--- config.mk ---
export PLATFORM = sky130hd
export DESIGN_NAME = agg_relu_4n
export DESIGN_NICKNAME = d
export VERILOG_FILES = /design/src/rtl/agg_relu_4n.sv
export SDC_FILE = /design/constraint.sdc
export NUM_CORES = 1
export LEC_CHECK = 0
export CAP_MARGIN = 10
export CELL_PAD_IN_SITES_DETAIL_PLACEMENT = 0
export CELL_PAD_IN_SITES_GLOBAL_PLACEMENT = 1
export CORE_ASPECT_RATIO = 0.5
export CORE_MARGIN = 8
export CORE_UTILIZATION = 45
export DETAILED_ROUTE_END_ITERATION = 7
export PLACE_DENSITY_LB_ADDON = 0.1
export SLEW_MARGIN = 10
export SYNTH_ARGS = -nofsm -noshare
export SYNTH_HDL_FRONTEND = slang
export SYNTH_SLANG_ARGS = --single-unit
--- constraint.sdc ---
create_clock -name clk -period 23.2 [get_ports clk]
set_input_delay 2.32 -clock clk [delete_from_list [all_inputs] [get_ports clk]]
set_output_delay 2.32 -clock clk [all_outputs]
set_load 0.01 [all_outputs]
--- src/rtl/agg_relu_4n.sv ---
`default_nettype none
// ============================================================================
//  Module   : agg_relu_4n
//  Purpose  : 4-node graph aggregation stage. Captures 16 signed MAC results
//             and an adjacency matrix, then for each destination node sums the
//             features of its adjacent source nodes, applies ReLU, an
//             arithmetic right shift and positive saturation, and emits one
//             node per valid/ready handshake.
//  Revision : 1.0 - initial release
// ============================================================================
module agg_relu_4n #(
    parameter int AGG_IN_SIZE  = 13,
    parameter int AGG_OUT_SIZE = 7,
    parameter int AGG_SHIFT    = 4
) (
    input  logic                           clk,
    input  logic                           rst_n,
    input  logic                           mac_ready,
    input  logic signed [AGG_IN_SIZE-1:0]  in0_n0,
    input  logic signed [AGG_IN_SIZE-1:0]  in1_n0,
    input  logic signed [AGG_IN_SIZE-1:0]  in2_n0,
    input  logic signed [AGG_IN_SIZE-1:0]  in3_n0,
    input  logic signed [AGG_IN_SIZE-1:0]  in0_n1,
    input  logic signed [AGG_IN_SIZE-1:0]  in1_n1,
    input  logic signed [AGG_IN_SIZE-1:0]  in2_n1,
    input  logic signed [AGG_IN_SIZE-1:0]  in3_n1,
    input  logic signed [AGG_IN_SIZE-1:0]  in0_n2,
    input  logic signed [AGG_IN_SIZE-1:0]  in1_n2,
    input  logic signed [AGG_IN_SIZE-1:0]  in2_n2,
    input  logic signed [AGG_IN_SIZE-1:0]  in3_n2,
    input  logic signed [AGG_IN_SIZE-1:0]  in0_n3,
    input  logic signed [AGG_IN_SIZE-1:0]  in1_n3,
    input  logic signed [AGG_IN_SIZE-1:0]  in2_n3,
    input  logic signed [AGG_IN_SIZE-1:0]  in3_n3,
    input  logic [15:0]                    adj,
    output logic                           busy,
    output logic                           out_valid,
    input  logic                           out_ready,
    output logic [1:0]                     out_node,
    output logic signed [AGG_OUT_SIZE-1:0] out0,
    output logic signed [AGG_OUT_SIZE-1:0] out1,
    output logic signed [AGG_OUT_SIZE-1:0] out2,
    output logic signed [AGG_OUT_SIZE-1:0] out3,
    output logic                           done,
    output logic                           overrun
);

    // Sum of up to four operands needs two extra bits to never overflow.
    localparam int c_SW = AGG_IN_SIZE + 2;
    localparam logic signed [c_SW-1:0] c_MAX = c_SW'((1 << (AGG_OUT_SIZE - 1)) - 1);

    typedef enum logic [1:0] {
        IDLE = 2'd0,
        AGG  = 2'd1,
        EMIT = 2'd2
    } state_t;

    state_t     state_q, state_d;
    logic [1:0] node_q, node_d;
    logic       out_valid_q, out_valid_d;
    logic       done_q, done_d;
    logic       overrun_q, overrun_d;
    logic       mac_ready_q;

    logic       w_capture;
    logic       w_latch;
    logic       w_load;

    // Inputs regrouped as [feature][source node].
    logic signed [AGG_IN_SIZE-1:0]  w_in   [4][4];
    logic signed [AGG_IN_SIZE-1:0]  data_q [4][4];
    logic [15:0]                    adj_q;
    logic signed [AGG_OUT_SIZE-1:0] w_feat [4];
    logic signed [AGG_OUT_SIZE-1:0] out_q  [4];
    logic [1:0]                     out_node_q;

    assign w_in[0][0] = in0_n0;
    assign w_in[1][0] = in1_n0;
    assign w_in[2][0] = in2_n0;
    assign w_in[3][0] = in3_n0;
    assign w_in[0][1] = in0_n1;
    assign w_in[1][1] = in1_n1;
    assign w_in[2][1] = in2_n1;
    assign w_in[3][1] = in3_n1;
    assign w_in[0][2] = in0_n2;
    assign w_in[1][2] = in1_n2;
    assign w_in[2][2] = in2_n2;
    assign w_in[3][2] = in3_n2;
    assign w_in[0][3] = in0_n3;
    assign w_in[1][3] = in1_n3;
    assign w_in[2][3] = in2_n3;
    assign w_in[3][3] = in3_n3;

    // Rising edge of the upstream ready level starts a frame.
    assign w_capture = mac_ready & ~mac_ready_q;

    // Control registers; mac_ready_q resets high so a level already present at
    // reset release is not mistaken for a new frame.
    always_ff @(posedge clk or negedge rst_n) begin
        if (!rst_n) begin
            state_q     <= IDLE;
            node_q      <= 2'd0;
            out_valid_q <= 1'b0;
            done_q      <= 1'b0;
            overrun_q   <= 1'b0;
            mac_ready_q <= 1'b1;
        end else begin
            state_q     <= state_d;
            node_q      <= node_d;
            out_valid_q <= out_valid_d;
            done_q      <= done_d;
            overrun_q   <= overrun_d;
            mac_ready_q <= mac_ready;
        end
    end

    // Next-state logic; the done cycle counts as busy for capture purposes.
    always_comb begin
        state_d     = state_q;
        node_d      = node_q;
        out_valid_d = out_valid_q;
        done_d      = 1'b0;
        overrun_d   = overrun_q;
        w_latch     = 1'b0;
        w_load      = 1'b0;

        if (w_capture && !(state_q == IDLE && !done_q)) begin
            overrun_d = 1'b1;
        end

        case (state_q)
            IDLE: begin
                if (w_capture && !done_q) begin
                    w_latch = 1'b1;
                    node_d  = 2'd0;
                    state_d = AGG;
                end
            end
            AGG: begin
                w_load      = 1'b1;
                out_valid_d = 1'b1;
                state_d     = EMIT;
            end
            EMIT: begin
                if (out_ready) begin
                    out_valid_d = 1'b0;
                    if (node_q == 2'd3) begin
                        done_d  = 1'b1;
                        node_d  = 2'd0;
                        state_d = IDLE;
                    end else begin
                        node_d  = node_q + 2'd1;
                        state_d = AGG;
                    end
                end
            end
            default: begin
                state_d = IDLE;
            end
        endcase
    end

    // Frame capture: features and adjacency are frozen for the whole frame.
    always_ff @(posedge clk or negedge rst_n) begin
        if (!rst_n) begin
            adj_q <= '0;
            for (int f = 0; f < 4; f++) begin
                for (int j = 0; j < 4; j++) begin
                    data_q[f][j] <= '0;
                end
            end
        end else if (w_latch) begin
            adj_q <= adj;
            for (int f = 0; f < 4; f++) begin
                for (int j = 0; j < 4; j++) begin
                    data_q[f][j] <= w_in[f][j];
                end
            end
        end
    end

    generate
        for (genvar f = 0; f < 4; f++) begin : g_feat
            logic signed [c_SW-1:0]         w_sum;
            logic signed [c_SW-1:0]         w_shift;
            logic signed [AGG_OUT_SIZE-1:0] w_res;

            // Masked neighbour sum, ReLU, shift and clamp for one feature.
            always_comb begin
                w_sum = '0;
                for (int j = 0; j < 4; j++) begin
                    if (adj_q[{node_q, 2'(j)}]) begin
                        w_sum = w_sum + {{2{data_q[f][j][AGG_IN_SIZE-1]}}, data_q[f][j]};
                    end
                end
                w_shift = w_sum >>> AGG_SHIFT;
                if (w_sum[c_SW-1]) begin
                    w_res = '0;
                end else if (w_shift > c_MAX) begin
                    w_res = c_MAX[AGG_OUT_SIZE-1:0];
                end else begin
                    w_res = w_shift[AGG_OUT_SIZE-1:0];
                end
            end

            assign w_feat[f] = w_res;
        end
    endgenerate

    // Result registers, loaded once per node and held through EMIT.
    always_ff @(posedge clk or negedge rst_n) begin
        if (!rst_n) begin
            out_node_q <= 2'd0;
            for (int f = 0; f < 4; f++) begin
                out_q[f] <= '0;
            end
        end else if (w_load) begin
            out_node_q <= node_q;
            for (int f = 0; f < 4; f++) begin
                out_q[f] <= w_feat[f];
            end
        end
    end

    assign busy      = (state_q != IDLE);
    assign out_valid = out_valid_q;
    assign out_node  = out_node_q;
    assign out0      = out_q[0];
    assign out1      = out_q[1];
    assign out2      = out_q[2];
    assign out3      = out_q[3];
    assign done      = done_q;
    assign overrun   = overrun_q;

endmodule
`default_nettype wire

==> run_summary.xml, run 1 <==
<?xml version="1.0" encoding="UTF-8"?>
<metrics>
  <group name="logic_synthesis">
    <metric name="synth_top_cell_area_share" unit="">0.338</metric>
    <metric name="yosysMostFrequentCell" unit="">sky130_fd_sc_hd__dfrtp_1</metric>
    <metric name="synth_enable_flop_cells" unit="">0</metric>
    <metric name="synth.area.mux_share" unit="">0.152</metric>
    <metric name="synthArstFlopShare" unit="">1.00</metric>
    <metric name="ys_seq_elements" unit="">262</metric>
    <metric name="yosys.area_share.adder" unit="">0.118</metric>
    <metric name="syn_inst" unit="">1963</metric>
    <metric name="synth-main-ff-cell" unit="">sky130_fd_sc_hd__dfrtp_1</metric>
    <metric name="netlist.top_cell.by_area" unit="">sky130_fd_sc_hd__dfrtp_1</metric>
    <metric name="fraction_of_the_yosys_area_taken_by_sequential_cells" unit="">0.339</metric>
    <metric name="synth_common_cells" unit="">sky130_fd_sc_hd__dfrtp_1 (261), sky130_fd_sc_hd__mux2_2 (245), sky130_fd_sc_hd__ha_1 (165)</metric>
    <metric name="synth_area_in_simple_gates" unit="">0.126</metric>
    <metric name="post_synth_main_area_contributors" unit="">sky130_fd_sc_hd__dfrtp_1 (34%), sky130_fd_sc_hd__mux2_2 (14%), sky130_fd_sc_hd__ha_1 (11%)</metric>
    <metric name="largest_family_of_logic_cells_by_synthesized_area" unit="">compound AO/OA/AOI/OAI gates</metric>
    <metric name="ys_warn_count" unit="">0</metric>
    <metric name="post_synth.cell_area_avg" unit="um2">9.84</metric>
    <metric name="syn_area" unit="um2">19300</metric>
    <metric name="synth_nets" unit="">2364</metric>
    <metric name="yosysUniqueCellTypes" unit="">90</metric>
    <metric name="synth-compound-area-share" unit="">0.189</metric>
    <metric name="xor_xnor_share_of_the_synthesized_area" unit="">0.0499</metric>
  </group>
  <group name="drt">
    <metric name="ant_nets" unit="">0</metric>
    <metric name="drt_first_iter_violations" unit="">822</metric>
    <metric name="dr_total_vias" unit="">15385</metric>
    <metric name="detail_route.drc_violations" unit="">0</metric>
    <metric name="wl" unit="um">52300</metric>
    <metric name="drt_first_pass_iters" unit="">5</metric>
    <metric name="route.detailed.wl_per_inst" unit="um">18.8</metric>
    <metric name="drt-vias-per-instance" unit="">5.52</metric>
  </group>
  <group name="clock_network">
    <metric name="cts_root_buffer" unit="">sky130_fd_sc_hd__clkbuf_16</metric>
    <metric name="clkSinkCount" unit="">262</metric>
    <metric name="cts_setup_buffers" unit="">0</metric>
    <metric name="clk_latency" unit="ps">570</metric>
    <metric name="cts.hold.buffers_added" unit="">0</metric>
    <metric name="max-clock-path-buffers" unit="">3</metric>
    <metric name="post_cts_resize_count" unit="">0</metric>
    <metric name="tritoncts" unit="">yes</metric>
    <metric name="numCtsBuffers" unit="">26</metric>
    <metric name="cts_htree_levels" unit="">1</metric>
    <metric name="worst_setup_hold_path_clk_slew" unit="ps">70</metric>
  </group>
  <group name="sta">
    <metric name="achievable-frequency" unit="MHz">123</metric>
    <metric name="totalNegativeSetupSlack" unit="ps">0</metric>
    <metric name="final_period_minus_worst_setup_slack" unit="ps">8130</metric>
    <metric name="setup_repair_after_global_routing_missed_its_margin" unit="">false</metric>
    <metric name="finalHoldViolCount" unit="">0</metric>
    <metric name="drv_slew" unit="">0</metric>
    <metric name="max_slew_margin" unit="">0.335</metric>
    <metric name="setup-violations-final" unit="">0</metric>
    <metric name="skew" unit="ps">13.0</metric>
    <metric name="final_min_period_over_clock_period" unit="">0.350</metric>
    <metric name="max_slew.worst_pin.slew" unit="ps">972</metric>
  </group>
  <group name="worst_setup_path">
    <metric name="worstRegToRegCells" unit="">28</metric>
    <metric name="path_depth" unit="">28</metric>
    <metric name="largest_delay_share_family_worst_path" unit="">compound AO/OA/AOI/OAI gates</metric>
    <metric name="cp_slowest_cell" unit="">sky130_fd_sc_hd__mux4_2</metric>
    <metric name="timing.critical_path.buf_inv" unit="">1</metric>
    <metric name="r2r_start" unit="">node_q[0]</metric>
    <metric name="endpoint_kind" unit="">register</metric>
    <metric name="ff2ff_setup_slack" unit="ps">15070</metric>
    <metric name="worst_ep_required_time" unit="ps">23630</metric>
    <metric name="r2r_end" unit="">out2[0]</metric>
    <metric name="timing.critical_path.from_type" unit="">register</metric>
    <metric name="cp_most_frequent_cell" unit="">sky130_fd_sc_hd__o21ai_0</metric>
    <metric name="critical_path.max_fanout" unit="">51</metric>
    <metric name="timing_worst_setup_path_type" unit="">register to register</metric>
    <metric name="cpPeakStageDelay" unit="ps">850</metric>
    <metric name="cp.arrival" unit="ps">8560</metric>
  </group>
  <group name="layout">
    <metric name="drive_gt1_frac" unit="">0.162</metric>
    <metric name="areaGrowthSynthToFinish" unit="%">21.2</metric>
    <metric name="n_antenna_cell" unit="">0</metric>
    <metric name="final_net_count" unit="">2589</metric>
    <metric name="final_design_area_no_fill" unit="um2">23400</metric>
  </group>
  <group name="grt">
    <metric name="grt_first_pass_wirelength" unit="um">84900</metric>
    <metric name="number_of_antenna_violations_at_the_first_check_in_global_routing" unit="">0</metric>
    <metric name="grtUsageTotal" unit="">0.205</metric>
    <metric name="grt_max_degree" unit="">95</metric>
    <metric name="grt_pass1_vias" unit="">15718</metric>
    <metric name="grt-ovfl-total" unit="">0</metric>
  </group>
  <group name="placed_design">
    <metric name="placed_cell_area" unit="um2">22500</metric>
    <metric name="place.port_buffers" unit="">261</metric>
    <metric name="final_hpwl_from_detailed_placement" unit="um">39600</metric>
    <metric name="gpl.final_weighted_congestion" unit="">0.866</metric>
  </group>
  <group name="floorplanning">
    <metric name="rows" unit="">53</metric>
    <metric name="num_io_pins" unit="">262</metric>
    <metric name="core-area" unit="um2">42200</metric>
    <metric name="starting_density" unit="">0.458</metric>
    <metric name="design.die.area" unit="um2">50200</metric>
    <metric name="die_h" unit="um">163</metric>
    <metric name="die_w" unit="um">309</metric>
  </group>
  <group name="min_path">
    <metric name="whs_path_depth" unit="">2</metric>
    <metric name="source_of_the_worst_hold_timing_path" unit="">out_node[0]</metric>
    <metric name="timing.hold.worst.class" unit="">register to register</metric>
    <metric name="min_delay_worst_endpoint" unit="">out_node[0]</metric>
  </group>
  <group name="flow_run">
    <metric name="timing.max_cap.violations" unit="">0</metric>
  </group>
  <group name="status">
    <metric name="run_status" unit="">completed</metric>
  </group>
</metrics>
how the worst max path moves through the flow:
stage / start / to / slack [ps]
2_1_floorplan: node_q[0] / out2[2] / 15730
3_3_place_gp: node_q[0] / out2[2] / 15270
3_5_place_dp: node_q[0] / out2[1] / 15100
4_1_cts: node_q[0] / out2[0] / 15020
5_1_grt: node_q[0] / out2[0] / 14390
6_report: node_q[0] / out2[0] / 15070
cells by family after synthesis:
group	Yosys count
XOR/XNOR	110
flip-flops	262
buffers and inverters	123
adder cells (fa/ha/maj)	178
AO/OA/AOI/OAI	529
multiplexers	260
AND/OR/NAND/NOR	501
registers in the layout (all words and copies together) (netlist names):
signal and count:
out0 7, state_q 2, data_q 208, overrun 1, done 1, out2 7
mac_ready_q 1, out1 7, node_q 2, adj_q 16, out_valid 1, out3 7
out_node 2
per-layer routing:
metal,routed length (um),track usage
met1,24300,0.271
met4,731,0.0302
met2,25400,0.360
met3,1850,0.0326
met5,0,0
cell usage in the layout, fill, tap and decap left out, types with 24 or more instances in the layout:
cell type	count
sky130_fd_sc_hd__dfrtp_1	261
sky130_fd_sc_hd__clkdlybuf4s50_1	260
sky130_fd_sc_hd__mux2_2	245
sky130_fd_sc_hd__ha_1	165
sky130_fd_sc_hd__nand2_1	152
sky130_fd_sc_hd__nor2_1	123
sky130_fd_sc_hd__o21ai_0	102
sky130_fd_sc_hd__a21oi_1	101
sky130_fd_sc_hd__xnor2_1	70
sky130_fd_sc_hd__a21o_1	66
sky130_fd_sc_hd__and2_1	55
sky130_fd_sc_hd__inv_1	43
sky130_fd_sc_hd__xor2_1	40
sky130_fd_sc_hd__a211oi_1	33
sky130_fd_sc_hd__nor3_1	31
sky130_fd_sc_hd__clkbuf_16	26
sky130_fd_sc_hd__nand3_1	25
sky130_fd_sc_hd__o21a_1	24
layout make-up:
cell class	instances	area, um2
flip-flops and latches	262	6560
inverters	43	161
multi-input cells	1578	12300
well taps	577	722
repair buffers	277	2740
clock inverters	17	245
clock buffers	31	689
fillers	3883	18800
metrics by stage:
stage / hold slack [ps] / util / setup slack (ps) / cells
detailed placement: 466 / 0.533 / 15100 / 2737
global route: 515 / 0.555 / 14390 / 2785
CTS: 479 / 0.555 / 15020 / 2785
finish: 474 / 0.555 / 15070 / 2785
global placement: 462 / 0.533 / 15270 / 2737
floorplan: 467 / - / 15730 / 1963
worst reg2reg max path: cells and delay by family (launching register included):
| kind | cells | cell delay (ps) |
|---|---|---|
| DFF | 1 | 730 |
| xor gates and xnor gates | 3 | 420 |
| AOI/OAI and AO/OA | 13 | 2660 |
| and+or+nand+nor | 4 | 780 |
| muxes | 2 | 1370 |
| buffers and inverters | 1 | 420 |
| adders and majority gates | 5 | 1610 |
Power of run 1 is not shown: default switching activity piles up to over one toggle a cycle in this logic, so the estimate is an artifact.
==> run 2, diff against run 1 <==
- CORE_UTILIZATION: 45 -> 40
- clock period: 23.2 -> 6.8 ns (I/O delays scaled with it)
==> run 2 against run 1 <==
Compared with the run above:
- count of clock-buffer cells in the layout rose by 2
- first-iteration DRC count rose by 7.5%
- cell area rose by 5.1%
- routed wire length rose by 7.3%
- sequential share of layout area fell by 1.4 points
- critical endpoint is now out3[3]
==> run_summary.xml, run 2 (synthesized netlist as in run 1, its figures left out) <==
<?xml version="1.0" encoding="UTF-8"?>
<metrics>
  <group name="layout">
    <metric name="layout_top_registers" unit="">data_q (208), adj_q (16)</metric>
    <metric name="largest-register" unit="">data_q</metric>
    <metric name="final_net_count" unit="">2642</metric>
    <metric name="fin_cells" unit="">2911</metric>
    <metric name="layout.cells.most_common" unit="">sky130_fd_sc_hd__dfrtp_1</metric>
    <metric name="drive_gt1_frac" unit="">0.227</metric>
    <metric name="largest_register_ff_count" unit="">208</metric>
    <metric name="areaGrowthSynthToFinish" unit="%">27.4</metric>
    <metric name="layout.cells.most_common_list" unit="">sky130_fd_sc_hd__dfrtp_1 (261), sky130_fd_sc_hd__clkdlybuf4s50_1 (260), sky130_fd_sc_hd__mux2_2 (243)</metric>
  </group>
  <group name="drt">
    <metric name="drt-vias-per-instance" unit="">5.41</metric>
    <metric name="drt_first_iter_violations" unit="">884</metric>
    <metric name="ant_nets" unit="">0</metric>
    <metric name="dr_total_vias" unit="">15734</metric>
    <metric name="drt_first_pass_iters" unit="">5</metric>
    <metric name="route.detailed.wl_per_inst" unit="um">19.3</metric>
    <metric name="wl" unit="um">56100</metric>
    <metric name="detail_route.drc_violations" unit="">0</metric>
  </group>
  <group name="grt">
    <metric name="grtUsageTotal" unit="">0.191</metric>
    <metric name="grt-ovfl-total" unit="">0</metric>
    <metric name="number_of_antenna_violations_at_the_first_check_in_global_routing" unit="">4</metric>
    <metric name="grt_first_pass_wirelength" unit="um">87000</metric>
    <metric name="grt_max_degree" unit="">126</metric>
    <metric name="grt_pass1_vias" unit="">15746</metric>
  </group>
  <group name="clock_network">
    <metric name="worst_setup_hold_path_clk_slew" unit="ps">60</metric>
    <metric name="max-clock-path-buffers" unit="">3</metric>
    <metric name="clkSinkCount" unit="">262</metric>
    <metric name="cts_root_buffer" unit="">sky130_fd_sc_hd__clkbuf_16</metric>
    <metric name="cts.hold.buffers_added" unit="">0</metric>
    <metric name="tritoncts" unit="">yes</metric>
    <metric name="numCtsBuffers" unit="">27</metric>
    <metric name="cts_htree_levels" unit="">1</metric>
    <metric name="clk_latency" unit="ps">580</metric>
  </group>
  <group name="worst_setup_path">
    <metric name="cpPeakStageDelay" unit="ps">570</metric>
    <metric name="critical_path.max_fanout" unit="">13</metric>
    <metric name="cp.arrival" unit="ps">7070</metric>
    <metric name="timing.critical_path.from_type" unit="">register</metric>
    <metric name="endpoint_kind" unit="">register</metric>
    <metric name="timing_worst_setup_path_type" unit="">register to register</metric>
    <metric name="cp_most_frequent_cell" unit="">sky130_fd_sc_hd__a21o_1</metric>
    <metric name="worst_ep_required_time" unit="ps">7280</metric>
    <metric name="cp_slowest_cell" unit="">sky130_fd_sc_hd__mux4_2</metric>
  </group>
  <group name="sta">
    <metric name="final_period_minus_worst_setup_slack" unit="ps">6590</metric>
    <metric name="final_min_period_over_clock_period" unit="">0.969</metric>
    <metric name="setup-violations-final" unit="">0</metric>
    <metric name="max_slew.worst_pin.slew" unit="ps">994</metric>
    <metric name="skew" unit="ps">17.5</metric>
    <metric name="fin_hold_ws" unit="ps">60.6</metric>
    <metric name="setup_repair_after_global_routing_missed_its_margin" unit="">true</metric>
    <metric name="drv_slew" unit="">0</metric>
    <metric name="achievable-frequency" unit="MHz">152</metric>
    <metric name="max_slew_margin" unit="">0.335</metric>
    <metric name="finalHoldViolCount" unit="">0</metric>
  </group>
  <group name="status">
    <metric name="run_status" unit="">completed</metric>
  </group>
  <group name="flow_run">
    <metric name="timing.max_cap.violations" unit="">0</metric>
  </group>
  <group name="floorplanning">
    <metric name="design.die.area" unit="um2">56000</metric>
    <metric name="num_io_pins" unit="">262</metric>
    <metric name="core-area" unit="um2">48100</metric>
    <metric name="rows" unit="">57</metric>
    <metric name="die_h" unit="um">171</metric>
    <metric name="die_w" unit="um">327</metric>
    <metric name="starting_density" unit="">0.401</metric>
  </group>
  <group name="placed_design">
    <metric name="dp.cells" unit="">2837</metric>
    <metric name="final_hpwl_from_detailed_placement" unit="um">42700</metric>
    <metric name="place.port_buffers" unit="">261</metric>
    <metric name="gpl.final_weighted_congestion" unit="">0.863</metric>
  </group>
  <group name="min_path">
    <metric name="timing.hold.worst.class" unit="">input pin to asynchronous set/reset pin</metric>
  </group>
</metrics>
==> run 2: repair_timing <==
item,4_1_cts,5_1_grt
gates resized for setup,1,91
endpoints found under the hold margin,0,0
buffers inserted,0,23
setup endpoints to repair,5,24
pin swaps,0,37
cloned,0,1
==> run 2: final cells by class <==
cell class	instances	area, um2
Fill cell	4567	23500
Antenna cell	2	5.00
Multi-Input combinational cell	1578	13000
Sequential cell	262	6560
Timing Repair Buffer	329	3220
Tap cell	649	812
Clock buffer	33	748
Inverter	43	161
Clock inverter	15	139
==> run 2: final timing paths <==
check                           slack (ps)  startpoint           to  cells past startpoint
worst max-delay path                   210   node_q[0]      out3[3]                     30
worst min-delay path                    60       rst_n     adj_q[2]                      1
worst max register to register         210   node_q[0]      out3[3]                     30
worst min register to register         480     out2[2]      out2[2]                      2
max in group asynchronous             5390       rst_n  data_q[118]                      2
min in group clk                       480     out2[2]      out2[2]                      2
==> run 2: per-stage QoR <==
stage / setup TNS [ps] / cell area (um2) / setup slack, ps / utilization
after global placement: 0 / 23100 / 143 / 0.479
after CTS: 0 / 23900 / 31.7 / 0.497
final: 0 / 24600 / 212 / 0.511
after detailed placement: 0 / 23100 / 22.8 / 0.479
after global routing: -749 / 24600 / -128 / 0.511
after floorplan: -1260 / 19600 / -183 / -
==> run 2: per-layer routing <==
| metal | wire, um | track usage | share of wire | up-vias |
|---|---|---|---|---|
| met2 | 25500 | 0.309 | 0.45 | 274 |
| met5 | 13 | 0 | 0.00023 | - |
| met1 | 27300 | 0.271 | 0.49 | 7584 |
| li1 | - | - | - | 7820 |
| met4 | 916 | 0.0358 | 0.016 | 2 |
| met3 | 2350 | 0.0325 | 0.042 | 54 |
==> run 2: critical path, delay by kind of cell, from the launching register on <==
| family | cells | cell delay, ps |
|---|---|---|
| compound gates | 15 | 2720 |
| fa+ha+maj | 4 | 960 |
| simple gates | 5 | 900 |
| mux | 2 | 800 |
| xor+xnor | 2 | 400 |
| flops | 1 | 360 |
| buf+inv | 2 | 340 |
Power of run 2 is left out for the same reason.
==> run 3, diff against run 2 <==
- ABC_AREA: default -> 1
- CORE_UTILIZATION: 40 -> 38
==> run 3 against run 2 <==
Compared with the run above:
- routed wire length up 5.7%
- sequential share of layout area up 0.60 points
- synthesized area grew 2.0%
- cell area is 2.2% lower
- hold slack better by 410 ps
- count of clock-buffer cells in the layout is 4 higher
- global-route usage is 0.48 points higher
==> run_summary.xml, run 3 <==
<?xml version="1.0" encoding="UTF-8"?>
<metrics>
  <group name="status">
    <metric name="run_status" unit="">completed</metric>
  </group>
  <group name="placed_design">
    <metric name="place.port_buffers" unit="">261</metric>
    <metric name="gpl.final_weighted_congestion" unit="">0.878</metric>
    <metric name="final_hpwl_from_detailed_placement" unit="um">46800</metric>
    <metric name="dp.cells" unit="">3453</metric>
    <metric name="dpl_worst_slack" unit="ps">308</metric>
  </group>
  <group name="logic_synthesis">
    <metric name="largest_family_of_logic_cells_by_synthesized_area" unit="">simple AND/OR/NAND/NOR gates</metric>
    <metric name="yosys.area_share.adder" unit="">0.113</metric>
    <metric name="ys_warn_count" unit="">0</metric>
    <metric name="yosysUniqueCellTypes" unit="">54</metric>
    <metric name="syn_inst" unit="">2545</metric>
    <metric name="synthArstFlopShare" unit="">1.00</metric>
    <metric name="yosysMostFrequentCell" unit="">sky130_fd_sc_hd__nand2_1</metric>
    <metric name="synth-main-ff-cell" unit="">sky130_fd_sc_hd__dfrtp_1</metric>
    <metric name="synth_nets" unit="">2946</metric>
    <metric name="synth_common_cells" unit="">sky130_fd_sc_hd__nand2_1 (609), sky130_fd_sc_hd__dfrtp_1 (261), sky130_fd_sc_hd__a21oi_1 (231)</metric>
    <metric name="synth.area.mux_share" unit="">0.0953</metric>
    <metric name="synth_area_in_simple_gates" unit="">0.228</metric>
    <metric name="synth_top_cell_area_share" unit="">0.331</metric>
    <metric name="netlist.top_cell.by_area" unit="">sky130_fd_sc_hd__dfrtp_1</metric>
    <metric name="post_synth.cell_area_avg" unit="um2">7.74</metric>
    <metric name="syn_area" unit="um2">19700</metric>
    <metric name="xor_xnor_share_of_the_synthesized_area" unit="">0.0391</metric>
    <metric name="post_synth_main_area_contributors" unit="">sky130_fd_sc_hd__dfrtp_1 (33%), sky130_fd_sc_hd__nand2_1 (12%), sky130_fd_sc_hd__ha_1 (10%)</metric>
    <metric name="synth_enable_flop_cells" unit="">0</metric>
    <metric name="ys_seq_elements" unit="">262</metric>
    <metric name="synth-compound-area-share" unit="">0.132</metric>
    <metric name="fraction_of_the_yosys_area_taken_by_sequential_cells" unit="">0.333</metric>
  </group>
  <group name="sta">
    <metric name="fin_hold_ws" unit="ps">474</metric>
    <metric name="setup_repair_after_global_routing_missed_its_margin" unit="">false</metric>
    <metric name="totalNegativeSetupSlack" unit="ps">0</metric>
    <metric name="timing.final.ws_setup" unit="ps">657</metric>
    <metric name="max_slew.worst_pin.slew" unit="ps">925</metric>
    <metric name="achievable-frequency" unit="MHz">163</metric>
    <metric name="final_period_minus_worst_setup_slack" unit="ps">6140</metric>
    <metric name="skew" unit="ps">22.1</metric>
    <metric name="setup-violations-final" unit="">0</metric>
    <metric name="max_slew_margin" unit="">0.383</metric>
    <metric name="final_min_period_over_clock_period" unit="">0.903</metric>
    <metric name="finalHoldViolCount" unit="">0</metric>
    <metric name="drv_slew" unit="">0</metric>
  </group>
  <group name="worst_setup_path">
    <metric name="r2r_start" unit="">node_q[1]</metric>
    <metric name="timing.critical_path.buf_inv" unit="">4</metric>
    <metric name="cpPeakStageDelay" unit="ps">450</metric>
    <metric name="worstRegToRegCells" unit="">40</metric>
    <metric name="ff2ff_setup_slack" unit="ps">660</metric>
    <metric name="endpoint_kind" unit="">register</metric>
    <metric name="critical_path.max_fanout" unit="">8</metric>
    <metric name="r2r_end" unit="">out2[5]</metric>
    <metric name="cp_most_frequent_cell" unit="">sky130_fd_sc_hd__nand2_1</metric>
    <metric name="timing.critical_path.from_type" unit="">register</metric>
    <metric name="worst_ep_required_time" unit="ps">7280</metric>
    <metric name="cp.arrival" unit="ps">6630</metric>
    <metric name="largest_delay_share_family_worst_path" unit="">simple AND/OR/NAND/NOR gates</metric>
    <metric name="cp_slowest_cell" unit="">sky130_fd_sc_hd__dfrtp_1</metric>
    <metric name="timing_worst_setup_path_type" unit="">register to register</metric>
  </group>
  <group name="layout">
    <metric name="final_net_count" unit="">3190</metric>
    <metric name="drive_gt1_frac" unit="">0.109</metric>
    <metric name="layout_top_registers" unit="">data_q (208), adj_q (16)</metric>
    <metric name="layout.cells.most_common" unit="">sky130_fd_sc_hd__nand2_1</metric>
    <metric name="largest-register" unit="">data_q</metric>
    <metric name="fin_cells" unit="">3513</metric>
    <metric name="register_area" unit="um2">6560</metric>
    <metric name="areaGrowthSynthToFinish" unit="%">22.2</metric>
    <metric name="nFillCells" unit="">5242</metric>
    <metric name="multi_input_combinational_cell_area" unit="um2">12000</metric>
    <metric name="layout.cells.most_common_list" unit="">sky130_fd_sc_hd__nand2_1 (607), sky130_fd_sc_hd__dfrtp_1 (260), sky130_fd_sc_hd__clkdlybuf4s50_1 (260)</metric>
    <metric name="largest_register_ff_count" unit="">208</metric>
  </group>
  <group name="drt">
    <metric name="drt_first_pass_iters" unit="">5</metric>
    <metric name="drt_first_iter_violations" unit="">847</metric>
    <metric name="drt-vias-per-instance" unit="">4.96</metric>
    <metric name="ant_nets" unit="">0</metric>
    <metric name="detail_route.drc_violations" unit="">0</metric>
    <metric name="route.detailed.wl_per_inst" unit="um">16.9</metric>
    <metric name="dr_total_vias" unit="">17432</metric>
    <metric name="wl" unit="um">59300</metric>
  </group>
  <group name="clock_network">
    <metric name="numCtsBuffers" unit="">29</metric>
    <metric name="cts_root_buffer" unit="">sky130_fd_sc_hd__clkbuf_16</metric>
    <metric name="worst_setup_hold_path_clk_slew" unit="ps">70</metric>
    <metric name="clk_latency" unit="ps">600</metric>
    <metric name="max-clock-path-buffers" unit="">3</metric>
    <metric name="clkSinkCount" unit="">262</metric>
    <metric name="tritoncts" unit="">yes</metric>
    <metric name="cts_htree_levels" unit="">1</metric>
  </group>
  <group name="floorplanning">
    <metric name="die_h" unit="um">177</metric>
    <metric name="die_w" unit="um">338</metric>
    <metric name="rows" unit="">59</metric>
    <metric name="starting_density" unit="">0.382</metric>
    <metric name="num_io_pins" unit="">262</metric>
    <metric name="design.die.area" unit="um2">59900</metric>
    <metric name="core-area" unit="um2">51600</metric>
  </group>
  <group name="grt">
    <metric name="grt_pass1_vias" unit="">17762</metric>
    <metric name="grt_max_degree" unit="">168</metric>
    <metric name="number_of_antenna_violations_at_the_first_check_in_global_routing" unit="">0</metric>
    <metric name="grt_first_pass_wirelength" unit="um">95100</metric>
    <metric name="grtUsageTotal" unit="">0.196</metric>
    <metric name="grt-ovfl-total" unit="">0</metric>
  </group>
  <group name="min_path">
    <metric name="whs_path_depth" unit="">2</metric>
    <metric name="source_of_the_worst_hold_timing_path" unit="">out_valid</metric>
    <metric name="min_delay_worst_endpoint" unit="">out_valid</metric>
    <metric name="timing.hold.worst.class" unit="">register to register</metric>
  </group>
  <group name="flow_run">
    <metric name="timing.max_cap.violations" unit="">0</metric>
  </group>
</metrics>
run 3: changes by cell type after synthesis, moves of 29 or more:
cell                       previous run  this run
sky130_fd_sc_hd__a211oi_1            33         4
sky130_fd_sc_hd__a21o_1              66         3
sky130_fd_sc_hd__a21oi_1            101       231
sky130_fd_sc_hd__and2_1              55         3
sky130_fd_sc_hd__inv_1               43       227
sky130_fd_sc_hd__mux2_2             245       165
sky130_fd_sc_hd__nand2_1            152       609
sky130_fd_sc_hd__nand3_1             25       147
sky130_fd_sc_hd__nor2_1             123       217
sky130_fd_sc_hd__o21ai_0            102       140
run 3: final cells by class:
cell class | count | area share
diodes | 1 | 0.000104
clock buffers | 37 | 0.0330
clock inverters | 16 | 0.00577
inverters | 234 | 0.0366
multi-input cells | 1978 | 0.499
flip-flops and latches | 262 | 0.272
well taps | 701 | 0.0364
repair buffers | 284 | 0.117
run 3: cell families (layout without fill, tap and decap cells):
kind of cell	after synthesis	after routing
AOI/OAI and AO/OA	471	471
xor gates and xnor gates	88	88
adders and majority gates	173	173
buffers and inverters	306	571
DFF	262	262
muxes	167	167
other	0	1
and+or+nand+nor	1078	1079
run 3: worst max path at each step:
stage	from	end	slack, ps	depth (start not counted)
after global routing	node_q[0]	out2[5]	30	41
final	node_q[1]	out2[5]	660	40
after global placement	node_q[0]	out0[0]	450	43
after detailed placement	node_q[0]	out0[3]	310	43
after CTS	node_q[0]	out0[3]	290	43
after floorplan	node_q[0]	out0[0]	840	45
run 3: routing by layer:
metal | routed length, um | vias to the layer above | share of wire | global-route usage
met4 | 1550 | 0 | 0.026 | 0.0483
met2 | 29900 | 216 | 0.50 | 0.359
met3 | 1700 | 84 | 0.029 | 0.0260
li1 | - | 8990 | - | -
met1 | 26100 | 8142 | 0.44 | 0.243
met5 | 0 | - | 0 | 0
run 3: per-stage QoR:
step	instance area, um2	util
floorplan	19700	-
global placement	23100	0.447
detailed placement	23100	0.447
CTS	24000	0.465
global route	24100	0.467
finish	24100	0.467
run 3: repair_timing:
action / in CTS / in global routing
buffers inserted: 0 / 4
endpoints found under the hold margin: 45 / 0
resized for setup: 0 / 12
hold buffers: 1 / 0
setup endpoints to repair: 0 / 24
run 3: worst min-delay path: cells and delay by family (launching register included):
| family | cells | cell delay, ps |
|---|---|---|
| DFF | 1 | 340 |
| and+or+nand+nor | 2 | 100 |
Power of run 3 is left out for the same reason.
